<file path="config.mk">
export PLATFORM = sky130hd
export DESIGN_NAME = fxp_div_seq_flat
export DESIGN_NICKNAME = d
export VERILOG_FILES = /design/src/rtl/fxp_div_seq_if.sv /design/src/rtl/fxp_div_seq.sv /design/src/flat_wrapper.sv
export SDC_FILE = /design/constraint.sdc
export NUM_CORES = 1
export LEC_CHECK = 0
export CORE_ASPECT_RATIO = 1.4
export CORE_MARGIN = 10
export CORE_UTILIZATION = 50
export CTS_CLUSTER_DIAMETER = 120
export DETAILED_ROUTE_END_ITERATION = 8
export PLACE_DENSITY = 0.79
export SETUP_SLACK_MARGIN = 0.3
export SYNTH_ARGS = -nofsm -noshare
export SYNTH_HDL_FRONTEND = slang
export SYNTH_SLANG_ARGS = --single-unit
</file>
<file path="constraint.sdc">
create_clock -name clk -period 1.8 [get_ports clk]
set_input_delay 0.54 -clock clk [delete_from_list [all_inputs] [get_ports clk]]
set_output_delay 0.54 -clock clk [all_outputs]
set_load 0.005 [all_outputs]
</file>
<file path="src/rtl/fxp_div_seq_if.sv">
// Operand load, start and result bundle for the sequential fixed-point divider.
// Master drives operands and start; slave returns busy/done and the results.
interface fxp_div_seq_if #(
  parameter int W = 10
);
  logic         ld_a;
  logic         ld_b;
  logic [W-1:0] A;
  logic [W-1:0] B;
  logic         start;
  logic         busy;
  logic         done;
  logic [W-1:0] q;
  logic [W-1:0] rem;
  logic         ov;
  logic         dbz;

  modport master (
    output ld_a, ld_b, A, B, start,
    input  busy, done, q, rem, ov, dbz
  );

  modport slave (
    input  ld_a, ld_b, A, B, start,
    output busy, done, q, rem, ov, dbz
  );
endinterface

</file>
<file path="src/rtl/fxp_div_seq.sv">
// Restoring divider: q = floor(A*2^F / B) over W+F iterations.
// FXDIV_DBZ_EN: a zero divisor completes one edge after start.
module fxp_div_seq #(
  parameter int W = 10,
  parameter int F = 4
) (
  input  logic          clk,
  input  logic          rst,
  fxp_div_seq_if.slave  io
);

  localparam int N  = W + F;
  localparam int CW = $clog2(N + 1);

`ifdef FXDIV_DBZ_EN
  localparam bit DBZ = 1'b1;
`else
  localparam bit DBZ = 1'b0;
`endif

  typedef enum logic [1:0] {
    IDLE,
    RUN,
    DONE
  } st_t;

  st_t           st_q, st_d;
  logic [W-1:0]  a_q, b_q;
  logic [W-1:0]  r_q;
  logic [N-1:0]  d_q, qw_q;
  logic [CW-1:0] cnt_q;
  logic          busy_q, done_q;
  logic [W-1:0]  q_q, rem_q;
  logic          ov_q, dbz_q;

  logic [W:0]    t;
  logic          ge;
  logic [W-1:0]  r_nx;
  logic [N-1:0]  qw_nx;
  logic          ov_nx;
  logic          go;
  logic          fin;
  logic          zfin;

  // R never exceeds B-1, so W bits hold it; T keeps the extra bit for the compare.
  always_comb begin
    t     = {r_q, d_q[N-1]};
    ge    = (t >= {1'b0, b_q});
    r_nx  = ge ? W'(t - {1'b0, b_q}) : t[W-1:0];
    qw_nx = N'({qw_q, ge});
    ov_nx = |(qw_nx >> W);
  end

  always_comb begin
    st_d = st_q;
    go   = 1'b0;
    fin  = 1'b0;
    zfin = 1'b0;
    unique case (st_q)
      IDLE, DONE: begin
        if (io.start) begin
          st_d = RUN;
          go   = 1'b1;
        end else begin
          st_d = IDLE;
        end
      end
      RUN: begin
        if (DBZ && b_q == '0) begin
          st_d = DONE;
          zfin = 1'b1;
        end else if (cnt_q == CW'(1)) begin
          st_d = DONE;
          fin  = 1'b1;
        end
      end
      default: st_d = IDLE;
    endcase
  end

  always_ff @(posedge clk or negedge rst) begin
    if (!rst) begin
      st_q   <= IDLE;
      a_q    <= '0;
      b_q    <= '0;
      r_q    <= '0;
      d_q    <= '0;
      qw_q   <= '0;
      cnt_q  <= '0;
      busy_q <= 1'b0;
      done_q <= 1'b0;
      q_q    <= '0;
      rem_q  <= '0;
      ov_q   <= 1'b0;
      dbz_q  <= 1'b0;
    end else begin
      st_q   <= st_d;
      busy_q <= (st_d == RUN);
      done_q <= (st_d == DONE);
      if (st_q != RUN) begin
        if (io.ld_a) a_q <= io.A;
        if (io.ld_b) b_q <= io.B;
      end
      if (go) begin
        r_q   <= '0;
        d_q   <= N'(a_q) << F;
        qw_q  <= '0;
        cnt_q <= CW'(N);
      end else if (st_q == RUN) begin
        r_q   <= r_nx;
        d_q   <= {d_q[N-2:0], 1'b0};
        qw_q  <= qw_nx;
        cnt_q <= cnt_q - CW'(1);
      end
      // A zero divisor reports the dividend as the remainder.
      if (fin) begin
        q_q   <= qw_nx[W-1:0];
        rem_q <= (b_q == '0) ? a_q : r_nx;
        ov_q  <= ov_nx;
        dbz_q <= 1'b0;
      end else if (zfin) begin
        q_q   <= '1;
        rem_q <= a_q;
        ov_q  <= 1'b1;
        dbz_q <= 1'b1;
      end
    end
  end

  assign io.busy = busy_q;
  assign io.done = done_q;
  assign io.q    = q_q;
  assign io.rem  = rem_q;
  assign io.ov   = ov_q;
  assign io.dbz  = dbz_q;

endmodule

</file>
<file path="src/flat_wrapper.sv">
// flat-port wrapper written by rule: the top's interface ports become plain ports
module fxp_div_seq_flat 
#(
  parameter int W = 10,
  parameter int F = 4
)
  (clk, rst, io_ld_a, io_ld_b, io_A, io_B, io_start, io_busy, io_done, io_q, io_rem, io_ov, io_dbz);
  fxp_div_seq_if #(.W(W)) io_i ();
  input  logic clk;
  input  logic rst;
  input wire logic [$bits(io_i.ld_a)-1:0] io_ld_a;
  input wire logic [$bits(io_i.ld_b)-1:0] io_ld_b;
  input wire logic [$bits(io_i.A)-1:0] io_A;
  input wire logic [$bits(io_i.B)-1:0] io_B;
  input wire logic [$bits(io_i.start)-1:0] io_start;
  output wire logic [$bits(io_i.busy)-1:0] io_busy;
  output wire logic [$bits(io_i.done)-1:0] io_done;
  output wire logic [$bits(io_i.q)-1:0] io_q;
  output wire logic [$bits(io_i.rem)-1:0] io_rem;
  output wire logic [$bits(io_i.ov)-1:0] io_ov;
  output wire logic [$bits(io_i.dbz)-1:0] io_dbz;
  assign io_i.ld_a = io_ld_a;
  assign io_i.ld_b = io_ld_b;
  assign io_i.A = io_A;
  assign io_i.B = io_B;
  assign io_i.start = io_start;
  assign io_busy = io_i.busy;
  assign io_done = io_i.done;
  assign io_q = io_i.q;
  assign io_rem = io_i.rem;
  assign io_ov = io_i.ov;
  assign io_dbz = io_i.dbz;
  fxp_div_seq #(.W(W), .F(F)) u_core (.clk(clk), .rst(rst), .io(io_i));
endmodule
</file>
Word level (Yosys, flattened, before mapping) --
Index checks and enable logic that the tools add are counted.
Cells by class: $mul 0, equality and inequality tests 6, multiplexer cells 17, reduce and logical (&&, ||, !) cells 7, shifts and indexed selects 0, order comparisons 1, div/mod/pow operators 0, add/sub/neg operators 2, bitwise gates (word level) 0
Operator list (number):
- 2-to-1 mux 10 bit | 4
- 2-to-1 mux 14 bit | 2
- 2-to-1 mux 13 bit | 2
- >= comparator 11 x 10 -> 1 bit | 1
- logical NOT 10 bit | 1
- subtractor 10 bit | 1
- 2-to-1 mux 4 bit | 2
- 2-to-1 mux 1 bit | 5
- equality test 2 x 1 -> 1 bit, second input constant | 2
- equality test 2 bit, second input constant | 2
- equality test 4 x 1 -> 1 bit, second input constant | 1
- one-hot mux 2 bit (2 select lines) | 1
- AND reduction 2 bit | 2
- OR reduction 4 bit | 1
- subtractor 4 x 1 -> 4 bit, second input constant | 1
- logical NOT 2 bit | 1
- 2-to-1 mux 2 bit | 1
- != test 2 x 1 -> 1 bit, second input constant | 1
- nonzero test 2 bit | 1
- OR reduction 2 bit | 1
Word-level totals: latch bits 0, output and inout bits 24, bits in writable memories 0, memories 0, memory bits (read-only) 0, word-level logic and storage cells 45, register bits after elaboration 86

Depth between registers and ports, before layout --
Gate-level depths: netlist of the first run.
depth in word-level cells 4, gate-level depth with buffers 10

Least setup slack after synthesis of the first run --
Ideal clock, no wire load.
path type register to register, from register u_core.r_q[4], to register u_core.rem_q[2], in the netlist u_core.io.rem[2], setup slack -0.211 ns, setup time 0.127 ns, arrival 1.885 ns, required time 1.673 ns, clock period less this slack 2.011 ns, cell stages (with the launch flop) 10, cells stage by stage dfrtp_1 -> ha_1 -> buf_6 -> nand4_2 -> nor3_2 -> a2111oi_4 -> a2bb2oi_4 -> buf_6 -> mux2i_1 -> o21ai_1
On the way: longest elaborated chain between the ends 3
RTL lines:
- start, declared | line fxp_div_seq.sv:29 | logic [W-1:0] r_q;
- start signal, assigned | line fxp_div_seq.sv:110 | r_q <= r_nx;
- >= comparator 11 x 10 -> 1 bit | line fxp_div_seq.sv:48 | ge = (t >= {1'b0, b_q});
- 2-to-1 mux 10 bit | line fxp_div_seq.sv:49 | r_nx = ge ? W'(t - {1'b0, b_q}) : t[W-1:0];
- 2-to-1 mux 10 bit | line fxp_div_seq.sv:118 | rem_q <= (b_q == '0) ? a_q : r_nx;
- end signal, assigned | line fxp_div_seq.sv:118
- end signal, assigned | line fxp_div_seq.sv:123 | rem_q <= a_q;
- end, declared | line fxp_div_seq.sv:33 | logic [W-1:0] q_q, rem_q;
Every way passes these cells. A chain may end at the register's enable or synchronous reset.

Final worst setup path of the first run --
from register u_core.b_q[2], to register u_core.rem_q[0], in the netlist u_core.io.rem[0]
On the way: longest elaborated chain between the ends 3, elaborated cells on any way between the ends 4
RTL lines:
- start, declared | line fxp_div_seq.sv:28 | logic [W-1:0] a_q, b_q;
- start signal, assigned | line fxp_div_seq.sv:102 | if (io.ld_b) b_q <= io.B;
- >= comparator 11 x 10 -> 1 bit | line fxp_div_seq.sv:48
- 2-to-1 mux 10 bit | line fxp_div_seq.sv:49
- 2-to-1 mux 10 bit (*) | line fxp_div_seq.sv:118
Mark *: on every way between the ends. The rest lies on a longest branch, timed or not.

==> qor.csv, run 1 <==
metric,value,unit
setup_viol,22,
seq_area_frac_synth,52.3,%
core_area,7700,µm²
finalSetupTns,-5180,ps
vias,3341,
rsz0062_at_grt,yes,
ys_top_cells_by_count,"dfrtp_1, nand2_1, mux2_2",
hold_viol_final,0,
hold_path_class,in2async,
yosys-top-cells-area,"dfrtp_1, nand2_1, mux2_2",
postRouteAntennaNets,0,
required,2090,ps
cp_max_fo,10,
cp-end-kind,flop,
violations,negative setup slack,
cts_hold_buf,0,
routed_via_density,5.62,
synth_fp_nets,400,
finClkSkew,6.85,ps
syn2layout_area_growth,39.2,%
cts_buffer_depth,2,
post_drt_wl_per_cell,18.5,µm
drtIter0Drc,206,
final_cells,594,
fin_util,71.0,%
grt_pass1_wl,16700,µm
drive_above_1_share,39.9,%
cp_cell_sequence,"inv_2, ha_4, o211ai_1, a21oi_4, o311ai_4, a2bb2oi_4, buf_12, mux2_4, o21ai_2",
antenna_cells_inserted,0,
pwr-share-seq,27.9,%
dpl.cell_count,558,
worstPathBufferInverterCount,2,
cpPeakStageDelay,390,ps
nFillCells,562,
setup_ws,-297,ps
top_level_ports,49,
drv_slew,0,
p_per_area,2220,nW/µm²
crit_slowest_cell,dfrtp_1,
cts_buffers,9,
critical_path_arrival,2390,ps
cts_tree,yes,
nNetsFinal,528,
antenna_found_initial,0,
comb_power_share,62.8,%
first_pass_iters,5,
pwr-share-clk,9.3,%
crit_family,compound AO/OA/AOI/OAI gates,
status,finished with violations,
routed_wl,11000,µm
whs,63.4,ps
hpwl,7370,µm
gp_congestion,0.841,
yosys.area.top_type,dfrtp_1,
timing.fmax,477,MHz
cts.sink_count,82,
crit_type,reg2reg,
ys_async_sr_fraction,100,%
maxCapViolations,0,
yosys.area.top_type_share,52.3,%
track_usage,17.9,%
synth_most_common_cell,dfrtp_1,
peakVddDrop,1420,µV
regArea,2050,µm²
post-route-cell-area,5470,µm²
syn_area_per_cell,10.8,µm²
postSynthCellCount,362,
grt_overflow,0,
grt_max_degree,55,
internal-power,7210,µW
cts_root_buf,clkbuf_8,
die_h,125,µm
swShare,40.5,%
synth_edf_count,0,
clkTransAtPathRegs,80,ps
design.die.area,11800,µm²
synth_warnings,0,
grt_pass1_vias,3479,
start_util,51.0,%
finalWorstPathRequiredPeriod,2100,ps
r2r_slack,-300,ps
rows,38,
postPlaceCellArea,5010,µm²
worstSetupStartpointType,flop,
synth_seq_cells,82,
ys_types,54,
fin_crit_sh,116,%
leakagePower,0.00251,µW
multiInputGateArea,1980,µm²
io_buffers,47,
switchingPower,4900,µW
synth_ff_type,dfrtp_1,
worstSkewPairLatency,360,ps
drc,0,
syn_area,3930,µm²
die_w,94.9,µm
htreeDepth,3,
routing by layer:
layer  vias to the layer above  GRT usage [%]  part of all wire (%)
met5                         -              0                     0
met4                         0           7.95                   3.5
met3                        41           5.07                   5.3
met2                       131           32.4                    55
met1                      1646           18.1                    36
li1                       1523              -                     -
kinds of logic after synthesis:
family,after synthesis,synth area share (%)
other,1,0.0955
AND/OR/NAND/NOR,110,12.9
buffers and inverters,33,4.43
flip-flops,82,52.3
XOR/XNOR,8,1.79
adder cells (fa/ha/maj),13,4.34
AO/OA/AOI/OAI,87,16.3
multiplexers,28,7.91
through the flow:
step / total power, µW / setup WS (ps)
6_report: 12100 / -297
2_1_floorplan: 7060 / -183
5_1_grt: 12900 / -403
3_5_place_dp: 9600 / -350
3_3_place_gp: 9340 / -275
4_1_cts: 11200 / -267
worst paths after layout:
check | startpoint | cells past startpoint | end
setup / recovery | u_core.b_q[2] | 9 | u_core.io.rem[0]
hold / removal | rst | 1 | u_core.st_q[0]
setup reg to reg | u_core.b_q[2] | 9 | u_core.io.rem[0]
hold reg to reg | u_core.io.q[6] | 2 | u_core.io.q[6]
max in group asynchronous | rst | 2 | u_core.b_q[2]
min in group clk | u_core.io.q[6] | 2 | u_core.io.q[6]
state kept, by name (all words and copies together) (netlist names), 2 cells and up:
name,count
u_core.a_q,10
u_core.b_q,10
u_core.cnt_q,4
u_core.d_q,10
u_core.io.q,10
u_core.io.rem,10
u_core.qw_q,13
u_core.r_q,10
u_core.st_q,2
layout by cell type, fill, tap and decap left out, drive strengths merged, types with 2 or more instances in the layout:
cell / instances
xor2: 2
nor2b: 2
nand2: 72
xnor2: 6
o21bai: 2
clkbuf: 17
a21o: 4
clkinv: 2
buf: 105
dfrtp: 82
a22oi: 7
ha: 12
a22o: 12
nor2: 14
clkdlybuf4s15: 2
o21ai: 25
nand3: 3
nor4: 3
o22ai: 2
mux2i: 7
nand2b: 6
a21oi: 11
clkdlybuf4s50: 23
or4: 2
o211ai: 3
mux2: 21
inv: 15
and2: 2
a31oi: 11
a2bb2oi: 2
cell type report:
type | instances | area share (%)
clock buffer | 12 | 2.47
clock inverter | 3 | 0.321
inverter | 15 | 1.03
multi-input combinational | 247 | 36.2
sequential | 82 | 37.5
tap | 100 | 2.29
timing repair buffer | 135 | 20.1
power groups by stage:
stage	clock (µW)	sequential [µW]	combinational, µW
6_report	1120	3380	7610
5_1_grt	1230	3450	8170
4_1_cts	1140	3330	6740
3_5_place_dp	0	3350	6240
3_3_place_gp	0	3320	6020
2_1_floorplan	0	3220	3840
what timing repair did:
action,in CTS,in global routing
endpoints found under the setup margin,68,55
pin swaps,7,9
gates resized for setup,102,33
setup buffers,15,6
Power figures use the tool's default switching activity.
==> inputs of run 2 (changes only) <==
--- a/config.mk
+++ b/config.mk
@@ -8,7 +8,7 @@
 export CORE_ASPECT_RATIO = 1.4
 export CORE_MARGIN = 10
 export CORE_UTILIZATION = 50
-export CTS_CLUSTER_DIAMETER = 120
+export CTS_CLUSTER_DIAMETER = 30
 export DETAILED_ROUTE_END_ITERATION = 8
 export PLACE_DENSITY = 0.79
 export SETUP_SLACK_MARGIN = 0.3
==> results of run 2 <==
Same layout as run 1: the final DEF is identical, and so are final timing and power.
==> variant (flow settings as in run 1) <==
Reset style: synchronous (`rst`), changed in one clocked block.
--- a/src/rtl/fxp_div_seq.sv
+++ b/src/rtl/fxp_div_seq.sv
@@ -79,5 +79,5 @@
   end
 
-  always_ff @(posedge clk or negedge rst) begin
+  always_ff @(posedge clk) begin
     if (!rst) begin
       st_q   <= IDLE;
Formal check against the unedited RTL: differs if rst is asserted again (counterexample within 4 cycles, from zero or initial values and one cycle with rst low); with rst held inactive, the same outputs for 10 cycles.
==> variant against run 1 <==
  * The flow still finishes with violations (negative setup slack)
  * Routed wire length increased by 2.9%
  * Synthesized area decreased by 2.8%
  * Design area fell by 1.3%
  * Hold slack better by 0.39 ns
  * Worst setup slack got worse by 0.20 ns
  * Count of clock-buffer cells in the layout is 2 lower
  * Sequential cell count stayed put
  * Synthesized cell count is 28% higher
  * Global-route usage grew 0.55 points
  * First-iteration DRC count is 30% higher
Power is not compared: it rests on default switching activity, and its combinational part moved more than twofold at a synthesized area within 25%.
==> variant: results (changes against run 1) <==
| Metric | Value |
|---|---|
| Post-synthesis sequential area ratio | 43.0% (-9.2 points) |
| Top routing layer in use | met4 |
| Clock network area share | 3.27% (+0.48 points) |
| Dpl hpwl | 7340 um (-0.41%) |
| First-pass GRT wire length | 17400 um (+4.3%) |
| Hold crit path type | reg -> reg |
| Slowest stage cell, crit path | dfxtp_2 |
| # placed instances | 636 (+14%) |
| Hold Path Origin | u_core.io.q[3]$_SDFFE_PN0P_ |
| Synth Area per Inst | 8.22 sq um (-24%) |
| Clock skew | 0.0102 ns (+0.00337 ns) |
| Synth cell count leaders | 116 x nand2_1, 82 x dfxtp_1, 35 x a21boi_0 |
| Flip-flop and latch count | 82 (unchanged) |
| WHS | 0.457 ns (+0.394 ns) |
| Failing checks | negative setup slack |
| Pre-CTS setup slack | -0.511 ns (-0.161 ns) |
| Layout non-clock buf frac | 19.6% (-0.52 points) |
| Clock Buffer Count | 10 (-2) |
| Status | finished with violations |
| Worst Slack Setup Final | -0.498 ns (-0.202 ns) |
| Fraction of layout cells with a size suffix above 1 | 28.7% (-11 points) |
| Ys async rst share | 0% (-100 points) |
| Worst Path Max Fanout | 6 (-4) |
| Wire length on met1 | 4390 um (+11%) |
| Worst setup path end | u_core.io.rem[5]$_SDFFE_PN0P_ |
| Max incr delay on CP | 0.36 ns (-0.03 ns) |
| Worst reg2reg path depth | 8 (-1) |
| CP Data Arrival Time | 2.54 ns (+0.15 ns) |
| Initial DRC count | 268 (+30%) |
| Post-Place Cell Area | 4810 sq um (-4.1%) |
| Post-route setup TNS | -8.73 ns (-3.55 ns) |
| Unique masters post-synth | 55 (+1.9%) |
| Drt wl/cell | 17.0 um (-8.0%) |
| Final setup violating endpoints | 22 (unchanged) |
| Vias | 3766 (+13%) |
| DR WL met3 | 494 um (-15%) |
| Count of non-CTS buffers in the layout | 116 (-14%) |
| Final non-filler cell total | 664 (+12%) |
| Fill count | 531 (-5.5%) |
| Multi-input gate share of total cell area | 42.8% (+6.6 points) |
| Grt met2 use | 34.1% (+1.6 points) |
| Mapped Nets | 502 (+26%) |
| Multi-input gates | 336 (+36%) |
| Largest net degree at the start of global routing | 24 (-56%) |
| Non-clock inverters | 17 (+2) |
| Nets | 600 (+14%) |
| Synth area leaders | dfxtp_1 43%, nand2_1 11%, a21boi_0 6.9% |
| Critical Path Start | u_core.b_q[1]$_SDFFE_PN0P_ |
| Vias in the first global route | 3714 (+6.8%) |
| Seq/total area | 30.9% (-6.7 points) |
| Final Wtd Congestion | 0.861 (+2.3%) |
==> variant: changes by cell type in the layout (fill, tap and decap cells not counted), moves of 16 or more <==
| cell | before | now |
|---|---|---|
| buf_2 | 16 | 0 |
| dfrtp_1 | 82 | 0 |
| mux2_2 | 20 | 0 |
| a21boi_0 | 0 | 23 |
| dfxtp_2 | 0 | 16 |
| dfxtp_1 | 0 | 65 |
| nand2_1 | 69 | 107 |
| buf_4 | 79 | 61 |
| nor2_1 | 12 | 30 |
==> variant: cells by family after synthesis <==
family | share of synthesized area (%)
and+or+nand+nor | 22.2
other | 0.0983
muxes | 2.40
xor gates and xnor gates | 1.84
AOI/OAI and AO/OA | 21.0
adders and majority gates | 4.46
buffers and inverters | 4.99
DFF | 43.0
==> variant: timing repair <==
| action | CTS | global route |
|---|---|---|
| hold endpoints to repair | 0 | 0 |
| pin swaps | 11 | 16 |
| resized for setup | 61 | 73 |
| gates cloned | 2 | 0 |
| setup endpoints to repair | 58 | 55 |
| setup buffers | 6 | 4 |
| hold buffers | 0 | 0 |
